File: config.mk
export PLATFORM = sky130hd
export DESIGN_NAME = dmem_mmio_flat
export DESIGN_NICKNAME = d
export VERILOG_FILES = /design/src/rtl/mmio_pkg.sv /design/src/rtl/dmem_mmio_if.sv /design/src/rtl/mmio_timer.sv /design/src/rtl/dmem_mmio.sv /design/src/flat_wrapper.sv
export SDC_FILE = /design/constraint.sdc
export NUM_CORES = 2
export LEC_CHECK = 0
export ABC_AREA = 0
export ABC_CLOCK_PERIOD_IN_PS = 5200
export CORE_MARGIN = 2
export CORE_UTILIZATION = 60
export DETAILED_ROUTE_END_ITERATION = 6
export DONT_BUFFER_PORTS = 1
export PLACE_DENSITY = 0.84
export SLEW_MARGIN = 20
export SYNTH_ARGS = -nofsm -noshare
export SYNTH_HDL_FRONTEND = slang
export SYNTH_SLANG_ARGS = --single-unit
export TNS_END_PERCENT = 1
File: constraint.sdc
create_clock -name clk -period 5.2 [get_ports clk]
set_clock_uncertainty 0.05 [all_clocks]
set_input_delay 0.78 -clock clk [delete_from_list [all_inputs] [get_ports clk]]
set_output_delay 0.78 -clock clk [all_outputs]
set_load 0.01 [all_outputs]
File: src/rtl/mmio_pkg.sv
`default_nettype none
// ============================================================================
// Module      : mmio_pkg
// Description : Address map and STATUS bit layout for the data-side MMIO bank.
// Revision    : 1.0 - initial release
// ============================================================================
package mmio_pkg;

    localparam logic [31:0] LED_ADR    = 32'hFFFF_0000;
    localparam logic [31:0] COUNT_ADR  = 32'hFFFF_0004;
    localparam logic [31:0] CMP_ADR    = 32'hFFFF_0008;
    localparam logic [31:0] STATUS_ADR = 32'hFFFF_000C;

    localparam int ST_MATCH = 0;
    localparam int ST_EN    = 1;

    localparam logic [31:0] CMP_RESET = 32'hFFFF_FFFF;

    typedef enum logic [2:0] {
        SEL_NONE   = 3'd0,
        SEL_RAM    = 3'd1,
        SEL_LED    = 3'd2,
        SEL_COUNT  = 3'd3,
        SEL_CMP    = 3'd4,
        SEL_STATUS = 3'd5
    } sel_e;

endpackage
`default_nettype wire

File: src/rtl/dmem_mmio_if.sv
`default_nettype none
// ============================================================================
// Module      : dmem_mmio_if
// Description : Single-cycle data bus between the core datapath and dmem_mmio.
// Revision    : 1.0 - initial release
// ============================================================================
interface dmem_mmio_if;

    logic        MemWrite;
    logic [31:0] DataAdr;
    logic [31:0] WriteData;
    logic [31:0] ReadData;

    modport master (
        output MemWrite,
        output DataAdr,
        output WriteData,
        input  ReadData
    );

    modport slave (
        input  MemWrite,
        input  DataAdr,
        input  WriteData,
        output ReadData
    );

endinterface
`default_nettype wire

File: src/rtl/mmio_timer.sv
`default_nettype none
// ============================================================================
// Module      : mmio_timer
// Description : Prescaled 32-bit timer with compare value and sticky match flag.
// Revision    : 1.0 - initial release
// ============================================================================
module mmio_timer
    import mmio_pkg::*;
#(
    parameter int PRESCALE = 1
) (
    input  wire logic        clk,
    input  wire logic        rst,
    input  wire logic        we_count,
    input  wire logic        we_cmp,
    input  wire logic        we_status,
    input  wire logic [31:0] wdata,
    output logic      [31:0] count,
    output logic      [31:0] cmp,
    output logic             en,
    output logic             match
);

    localparam int PW = (PRESCALE > 1) ? $clog2(PRESCALE) : 1;
    localparam logic [PW-1:0] C_PRE_LAST = PW'(PRESCALE - 1);

    logic [PW-1:0] r_pre;
    logic [31:0]   r_count;
    logic [31:0]   r_cmp;
    logic          r_en;
    logic          r_match;

    logic          w_tick;
    logic [31:0]   w_count_inc;
    logic          w_match_set;
    logic          w_match_clr;

    assign w_tick      = r_en && (r_pre == C_PRE_LAST);
    assign w_count_inc = r_count + 32'd1;
    // A COUNT load suppresses both the increment and the compare for that edge.
    assign w_match_set = w_tick && !we_count && (w_count_inc == r_cmp);
    assign w_match_clr = we_status && wdata[ST_MATCH];

    always_ff @(posedge clk) begin
        if (rst) begin
            r_pre   <= '0;
            r_count <= '0;
            r_cmp   <= CMP_RESET;
            r_en    <= 1'b0;
            r_match <= 1'b0;
        end else begin
            if (!r_en || we_count || w_tick) begin
                r_pre <= '0;
            end else begin
                r_pre <= r_pre + PW'(1);
            end

            if (we_count) begin
                r_count <= wdata;
            end else if (w_tick) begin
                r_count <= w_count_inc;
            end

            if (we_cmp) begin
                r_cmp <= wdata;
            end

            if (we_status) begin
                r_en <= wdata[ST_EN];
            end

            r_match <= w_match_set || (r_match && !w_match_clr);
        end
    end

    assign count = r_count;
    assign cmp   = r_cmp;
    assign en    = r_en;
    assign match = r_match;

endmodule
`default_nettype wire

File: src/rtl/dmem_mmio.sv
`default_nettype none
// ============================================================================
// Module      : dmem_mmio
// Description : Data RAM plus LED and timer registers with combinational reads.
// Revision    : 1.0 - initial release
// ============================================================================
module dmem_mmio
    import mmio_pkg::*;
#(
    parameter int RAM_WORDS = 64,
    parameter int PRESCALE  = 1
) (
    input  wire logic       clk,
    input  wire logic       reset,
    dmem_mmio_if.slave      bus,
    output logic      [7:0] Leds,
    output logic            TimerIrq
);

    localparam int AW = $clog2(RAM_WORDS) + 2;

    logic [31:0]   r_ram [RAM_WORDS];
    logic [7:0]    r_led;

    sel_e          w_sel;
    logic [31:0]   w_word_adr;
    logic [AW-3:0] w_ram_idx;
    logic          w_wr;
    logic [31:0]   w_count;
    logic [31:0]   w_cmp;
    logic          w_en;
    logic          w_match;
    logic [31:0]   w_status;
    logic          w_unused_adr;

    assign w_word_adr   = {bus.DataAdr[31:2], 2'b00};
    assign w_ram_idx    = bus.DataAdr[AW-1:2];
    assign w_wr         = bus.MemWrite && !reset;
    assign w_unused_adr = &{1'b0, bus.DataAdr[1:0]};

    always_comb begin
        w_sel = SEL_NONE;
        if (bus.DataAdr[31:AW] == '0) begin
            w_sel = SEL_RAM;
        end else begin
            case (w_word_adr)
                LED_ADR:    w_sel = SEL_LED;
                COUNT_ADR:  w_sel = SEL_COUNT;
                CMP_ADR:    w_sel = SEL_CMP;
                STATUS_ADR: w_sel = SEL_STATUS;
                default:    w_sel = SEL_NONE;
            endcase
        end
    end

    // RAM contents survive reset; only stores outside reset reach the array.
    always_ff @(posedge clk) begin
        if (w_wr && (w_sel == SEL_RAM)) begin
            r_ram[w_ram_idx] <= bus.WriteData;
        end
    end

    always_ff @(posedge clk) begin
        if (reset) begin
            r_led <= '0;
        end else if (w_wr && (w_sel == SEL_LED)) begin
            r_led <= bus.WriteData[7:0];
        end
    end

    mmio_timer #(
        .PRESCALE (PRESCALE)
    ) u_timer (
        .clk       (clk),
        .rst       (reset),
        .we_count  (w_wr && (w_sel == SEL_COUNT)),
        .we_cmp    (w_wr && (w_sel == SEL_CMP)),
        .we_status (w_wr && (w_sel == SEL_STATUS)),
        .wdata     (bus.WriteData),
        .count     (w_count),
        .cmp       (w_cmp),
        .en        (w_en),
        .match     (w_match)
    );

    always_comb begin
        w_status           = '0;
        w_status[ST_MATCH] = w_match;
        w_status[ST_EN]    = w_en;
    end

    always_comb begin
        bus.ReadData = '0;
        case (w_sel)
            SEL_RAM:    bus.ReadData = r_ram[w_ram_idx];
            SEL_LED:    bus.ReadData = {24'h0, r_led};
            SEL_COUNT:  bus.ReadData = w_count;
            SEL_CMP:    bus.ReadData = w_cmp;
            SEL_STATUS: bus.ReadData = w_status;
            default:    bus.ReadData = '0;
        endcase
    end

    assign Leds     = r_led;
    assign TimerIrq = w_match;

endmodule
`default_nettype wire
File: src/flat_wrapper.sv
// flat-port wrapper written by rule: the top's interface ports become plain ports
module dmem_mmio_flat import mmio_pkg::*;
#(
    parameter int RAM_WORDS = 64,
    parameter int PRESCALE  = 1
)
  (clk, reset, Leds, TimerIrq, bus_MemWrite, bus_DataAdr, bus_WriteData, bus_ReadData);
  dmem_mmio_if bus_i ();
  input  wire logic clk;
  input  wire logic reset;
  output logic      [7:0] Leds;
  output logic TimerIrq;
  input wire logic [$bits(bus_i.MemWrite)-1:0] bus_MemWrite;
  input wire logic [$bits(bus_i.DataAdr)-1:0] bus_DataAdr;
  input wire logic [$bits(bus_i.WriteData)-1:0] bus_WriteData;
  output wire logic [$bits(bus_i.ReadData)-1:0] bus_ReadData;
  assign bus_i.MemWrite = bus_MemWrite;
  assign bus_i.DataAdr = bus_DataAdr;
  assign bus_i.WriteData = bus_WriteData;
  assign bus_ReadData = bus_i.ReadData;
  dmem_mmio #(.RAM_WORDS(RAM_WORDS), .PRESCALE(PRESCALE)) u_core (.clk(clk), .reset(reset), .bus(bus_i), .Leds(Leds), .TimerIrq(TimerIrq));
endmodule
* After elaboration in Yosys (flattened, before gate mapping) *
Memory sizes are Yosys's and may differ from the RTL's.
Index checks and enable logic that the tools add are counted.

operators by class
  reduce and logical (&&, ||, !) cells = 21
  muxes and demuxes = 7
  equal/unequal tests = 10
  add/sub/neg operators = 2
  divide/modulo/power cells = 0
  $lt $le $gt $ge = 0
  bitwise logic cells = 1
  shift-type cells = 0
  multipliers = 0

operators with widths
  operator                                                                number
  32-bit one-hot mux with 5 select lines                                  1
  30-bit equality test (second input constant)                            4
  32-bit 2-to-1 mux                                                       2
  32-bit by 1-bit adder with 32-bit output (second input constant)        1
  32-bit equality test                                                    1
  24-bit zero test                                                        1
  3-bit one-hot mux with 4 select lines                                   1
  1-bit logical AND                                                       11
  3-bit by 2-bit equality test with 1-bit output (second input constant)  2
  3-bit equality test (second input constant)                             2
  1-bit zero test                                                         4
  3-bit by 1-bit equality test with 1-bit output (second input constant)  1
  1-bit logical OR                                                        3
  3-bit 2-to-1 mux                                                        1
  1-bit 2-to-1 mux                                                        2
  2-bit nonzero test                                                      1
  2-bit OR reduction                                                      1
  1-bit adder (second input constant)                                     1
  1-bit inverter                                                          1

word-level totals
  logic and storage cells = 48
  bits in registers = 75
  bits of input ports = 67
  bits in latches = 0
  bits in writable memories = 2048
  output and inout port bits = 41
  memories = 1
  ROM bits = 0

memory list
  name          words  width  read ports  clocked after memory_dff  write ports  line             text
  u_core.r_ram  64     32     1           0                         1            dmem_mmio.sv:22  logic [31:0] r_ram [RAM_WORDS];

* Depth between registers and ports, before layout *
  word-level depth = 9
  depth in mapped cells = 12
  mapped depth without buffers = 8

* By module *
From an unflattened synthesis, not the netlist that was laid out.

second synthesis, totals
  cells, all modules = 3893
  area total of the unflattened synthesis = 83147.2 sq um

by module, submodules not included
  module      seq. area each (sq um)  instances  area each (sq um)  cells an instance
  dmem_mmio   61659.1                 1          79119.6            3408
  mmio_timer  1341.3                  1          4027.6             485

* Worst setup path after synthesis *
OpenSTA, ideal clock, no wires.

  path kind = in2reg
  start point = in bus_DataAdr[3]
  end point = mem u_core.r_ram[10][0] (enable)
  slack = 945 ps
  path buffers = 5
  cell stages on the path = 8
  required time = 4729 ps
  data arrival time = 3784 ps
  path through = buf_2 buf_2 buf_1 buf_1 buf_2 nor2b_1 nand2_1 nor2_1

between the ends
  longest elaborated chain between the ends = 7
  elaborated cells on any way between the ends = 10

RTL lines
  item                                            line                text
  start: declaration                              flat_wrapper.sv:14  input wire logic [$bits(bus_i.DataAdr)-1:0] bus_DataAdr;
  30-bit equality test                            dmem_mmio.sv:46     case (w_word_adr)
  3-bit one-hot mux with 4 select lines           dmem_mmio.sv:46
  3-bit 2-to-1 mux                                dmem_mmio.sv:43     if (bus.DataAdr[31:AW] == '0) begin
  3-bit by 1-bit equality test with 1-bit output  dmem_mmio.sv:58     if (w_wr && (w_sel == SEL_RAM)) begin
  1-bit logical AND                               dmem_mmio.sv:58
  1-bit 2-to-1 mux                                dmem_mmio.sv:58
  1-bit 2-to-1 mux (not written as such)          dmem_mmio.sv:59     r_ram[w_ram_idx] <= bus.WriteData;
  end: declaration                                dmem_mmio.sv:22

Several ways; a longest one is shown, not always the timed one.

* Worst setup path in the final report *
  start point = in bus_DataAdr[2]
  end point = out bus_ReadData[18]

between the ends
  longest elaborated chain between the ends = 5
  elaborated cells on any way between the ends = 13

RTL lines
  item                                               line                text
  30-bit equality test                               dmem_mmio.sv:46
  3-bit one-hot mux with 4 select lines              dmem_mmio.sv:46
  3-bit 2-to-1 mux                                   dmem_mmio.sv:43
  3-bit equality test, or another cell as far along  dmem_mmio.sv:94     case (w_sel)
  32-bit one-hot mux with 5 select lines (*)         dmem_mmio.sv:94
  end: declaration                                   flat_wrapper.sv:16  output wire logic [$bits(bus_i.ReadData)-1:0] bus_ReadData;

Every way passes the cells marked *; elsewhere a longest branch is shown, timed or not.

==> impl_results.md <==
* Status: finished, violations left
* Critical path's top delay family: compound AO/OA/AOI/OAI gates
* 1st-iter DRT viols at 9,452
* Drt first pass iters at 7
* RD Place Congestion at 0.9254
* Buffer and inverter count on the worst path at 3
* Setup-failing EPs final at 4
* DP Wirelength at 116,300 um
* Post-route minimum period at 5.280 ns
* CP max stage cell: mux4_2
* Achievable Freq at 189.4 MHz
* Worst Setup End Kind: output pin
* Final #Nets at 4,049
* Max Slew Vio Count at 122
* Fin. Hold Viols at 0
* Vias after detailed routing at 46,073
* Gr ovfl total at 0
* Number of global-route vias before repair at 44,527
* Peak VDD IR at 0.3200 mV
* Ports at 108
* CTS max path bufs at 3
* Max_slew headroom at -7.867%
* WP data required at 4.37 ns
* Sequential fraction of the synthesis area at 75.72%
* Root buf cell: clkbuf_16
* Die area at 141,700 um2
* Routed length per instance at 43.62 um
* Clock Sink Count at 2,123
* Maxcap violations at 0
* # rows at 136
* Violated checks: DRC, slew limit, setup timing
* Die H at 376.4 um
* Reg clk slew, reported paths at 0.07 ns
* Worst Path Arrival at 4.45 ns
* Number of port buffers at 0
* Synth-to-Final Area Change at 12.58%
* Core Footprint at 137,500 um2
* Drt drc at 11
* Mapped cell area at 83,200 um2
* Worst Setup Path Type: in -> out
* Flops & latches, synth at 2,123
* Unrepaired setup endpoints after global routing: yes
* Die width at 376.4 um
* Total setup buffers inserted after CTS at 0
* CP Max Fanout at 66
* Mapped Cells at 3,824
* Worst path setup slack after routing at -0.08049 ns
* Min-delay worst type: in -> reg
* Routed vias/inst at 7.752
* H-tree levels at 4
* Reg area at 63,000 um2
* Cell Area, Placed at 86,160 um2
* Layout cells sized above 1 at 28.24%
* Filler cells at 7,707
* Starting Density at 60.51%
* Pwr dens at 371.2 nW/um2
* Synth Net Count at 3,892
* Clk_lat worst skew at 0.83 ns
* CP startpoint kind: input pin
* CP peak stage delay at 0.59 ns
* Post-synth cell types at 74
* Routed WL at 259,200 um
* Multi-input gate area at 19,650 um2
* Main synth FF type: edfxtp_1
* Worst slew pin tran at 1.618 ns
* Fin crit share at 101.5%
* Warnings from Yosys at 0
* Pre-CTS setup slack at 0.6281 ns
* CTS tree: yes
* Cell area after layout at 93,660 um2
* Final Power at 34.77 mW
* Post-synth EDFFs at 2,048
* Async set-reset flop share out of synthesis at 0%
* Largest net degree at the start of global routing at 522
* Global-route wire length before repair at 346,600 um
* Antenna violations before repair at 27
* Mean Syn Cell Area at 21.76 um2
* Post-route ant nets at 0
* Leakage at 28.93 nW
* TritonCTS buffer count at 192
* GRT Total Usage at 35.40%
* Cells along the critical path: buf_16 -> buf_16 -> mux4_2 -> mux4_2 -> o22a_1 -> a311oi_1 -> o21ai_0 -> buf_4
-- Yosys cell counts (all sizes together), types with 3 or more instances --
cell type | count | area share (%)
a221oi | 6 | 0.071
mux2i | 82 | 0.99
a22oi | 30 | 0.27
nand4 | 20 | 0.17
or4 | 7 | 0.077
a311oi | 10 | 0.13
a21o | 3 | 0.027
and2 | 4 | 0.030
o21ai | 34 | 0.20
o22ai | 39 | 0.29
inv | 8 | 0.036
nor2 | 199 | 0.92
nand2b | 17 | 0.13
edfxtp | 2048 | 74
nor3 | 17 | 0.10
dfxtp | 75 | 1.8
buf | 132 | 0.84
a21oi | 46 | 0.28
nor3b | 3 | 0.027
mux2 | 10 | 0.14
nor2b | 13 | 0.098
nor4 | 16 | 0.15
clkbuf | 99 | 0.45
mux4 | 604 | 16
a31oi | 10 | 0.075
or2 | 4 | 0.030
xnor2 | 31 | 0.33
nand3 | 28 | 0.17
nand2 | 92 | 0.42
o221ai | 8 | 0.084
a211oi | 37 | 0.50
a221o | 3 | 0.036
or3 | 10 | 0.077
xor2 | 33 | 0.35
and3 | 13 | 0.098
and4 | 5 | 0.054
o22a | 3 | 0.032
-- placed cells by master (no fill, tap or decap), types with 18 or more instances in the layout --
| master | instances |
|---|---|
| nand2_1 | 91 |
| clkbuf_16 | 197 |
| nor2_4 | 66 |
| buf_12 | 53 |
| o21ai_0 | 28 |
| clkinv_1 | 42 |
| o22ai_1 | 39 |
| nand4_1 | 18 |
| xnor2_1 | 31 |
| xor2_1 | 33 |
| nor2_1 | 132 |
| edfxtp_1 | 2048 |
| dlygate4sd3_1 | 34 |
| mux2i_1 | 81 |
| a21oi_1 | 46 |
| bufinv_16 | 18 |
| clkbuf_1 | 38 |
| buf_4 | 82 |
| dfxtp_1 | 75 |
| a22oi_1 | 30 |
| mux4_2 | 604 |
| clkinv_2 | 30 |
| nand3_1 | 27 |
| a211oi_2 | 29 |
-- cell type report --
cell class | count | area share, %
Antenna cell | 13 | 0.03473
Clock inverter | 116 | 1.264
Sequential cell | 2123 | 67.26
Inverter | 8 | 0.03206
Clock buffer | 233 | 5.326
Tap cell | 1794 | 2.397
Timing Repair Buffer | 194 | 2.706
Multi-Input combinational cell | 1462 | 20.98
-- cell families after synthesis --
logic type               count (synthesis)  synth area share, %
buffers and inverters                  239                1.322
AO/OA/AOI/OAI                          247                2.191
AND/OR/NAND/NOR                        453                2.599
adder cells (fa/ha/maj)                  1              0.01504
multiplexers                           696                17.47
other                                    1             0.004507
flip-flops                            2123                75.72
XOR/XNOR                                64               0.6737
-- worst reg2reg max path, cell delays in order (launching register included) --
cell       delay [ns]
dfxtp_1          0.53
nand4_2          0.41
nor4_4           0.76
buf_4            0.25
nand3_1          0.09
xnor2_1          0.20
a211oi_1         0.45
o2111ai_1        0.29
o31ai_1          0.31
-- power by group --
part           internal (mW)  switching [mW]
sequential              18.7        0.000165
clock                   7.79            6.76
combinational          0.643           0.869
total                   27.1            7.63
-- per-layer routing --
metal	wire [um]	global-route usage [%]	vias up
li1	-	-	16429
met4	16450	16.73	12
met5	92	0	-
met2	122300	55.47	5214
met3	40620	11.71	1088
met1	79800	45.30	23330
-- repair_timing --
item,in CTS,in global routing
setup endpoints to repair,0,31
gates resized for setup,0,11
hold endpoints to repair,1255,0
hold buffers,68,0
-- state kept, by name (all words and copies together), names as in the netlist --
signal                count
u_core.u_timer.en         1
u_core.r_ram           2048
u_core.Leds               8
u_core.u_timer.count     32
u_core.u_timer.match      1
u_core.u_timer.cmp       32
u_core.u_timer.r_pre      1
-- stage by stage --
stage | TNS [ns] | utilization, % | instances | hold WS [ns]
3_3_place_gp | 0 | 62.66 | 5503 | 0.4659
3_5_place_dp | 0 | 62.66 | 5503 | 0.4769
5_1_grt | -0.4556 | 68.10 | 5930 | -0.004589
6_report | -0.1523 | 68.12 | 5943 | 0.01959
2_1_floorplan | 0 | - | 3824 | 0.4475
4_1_cts | 0 | 67.89 | 5920 | 0.00004302
-- path summary, 6_finish.rpt --
| check | startpoint | end | slack (ns) | depth (start not counted) |
|---|---|---|---|---|
| setup / recovery | bus_DataAdr[2] | bus_ReadData[18] | -0.08 | 8 |
| hold / removal | bus_WriteData[17] | u_core.r_ram[10][17] | 0.02 | 0 |
| setup reg to reg | u_core.u_timer.count[3] | u_core.u_timer.match | 1.77 | 8 |
| hold reg to reg | u_core.Leds[6] | u_core.Leds[6] | 0.48 | 2 |
Power figures use the tool's default switching activity.
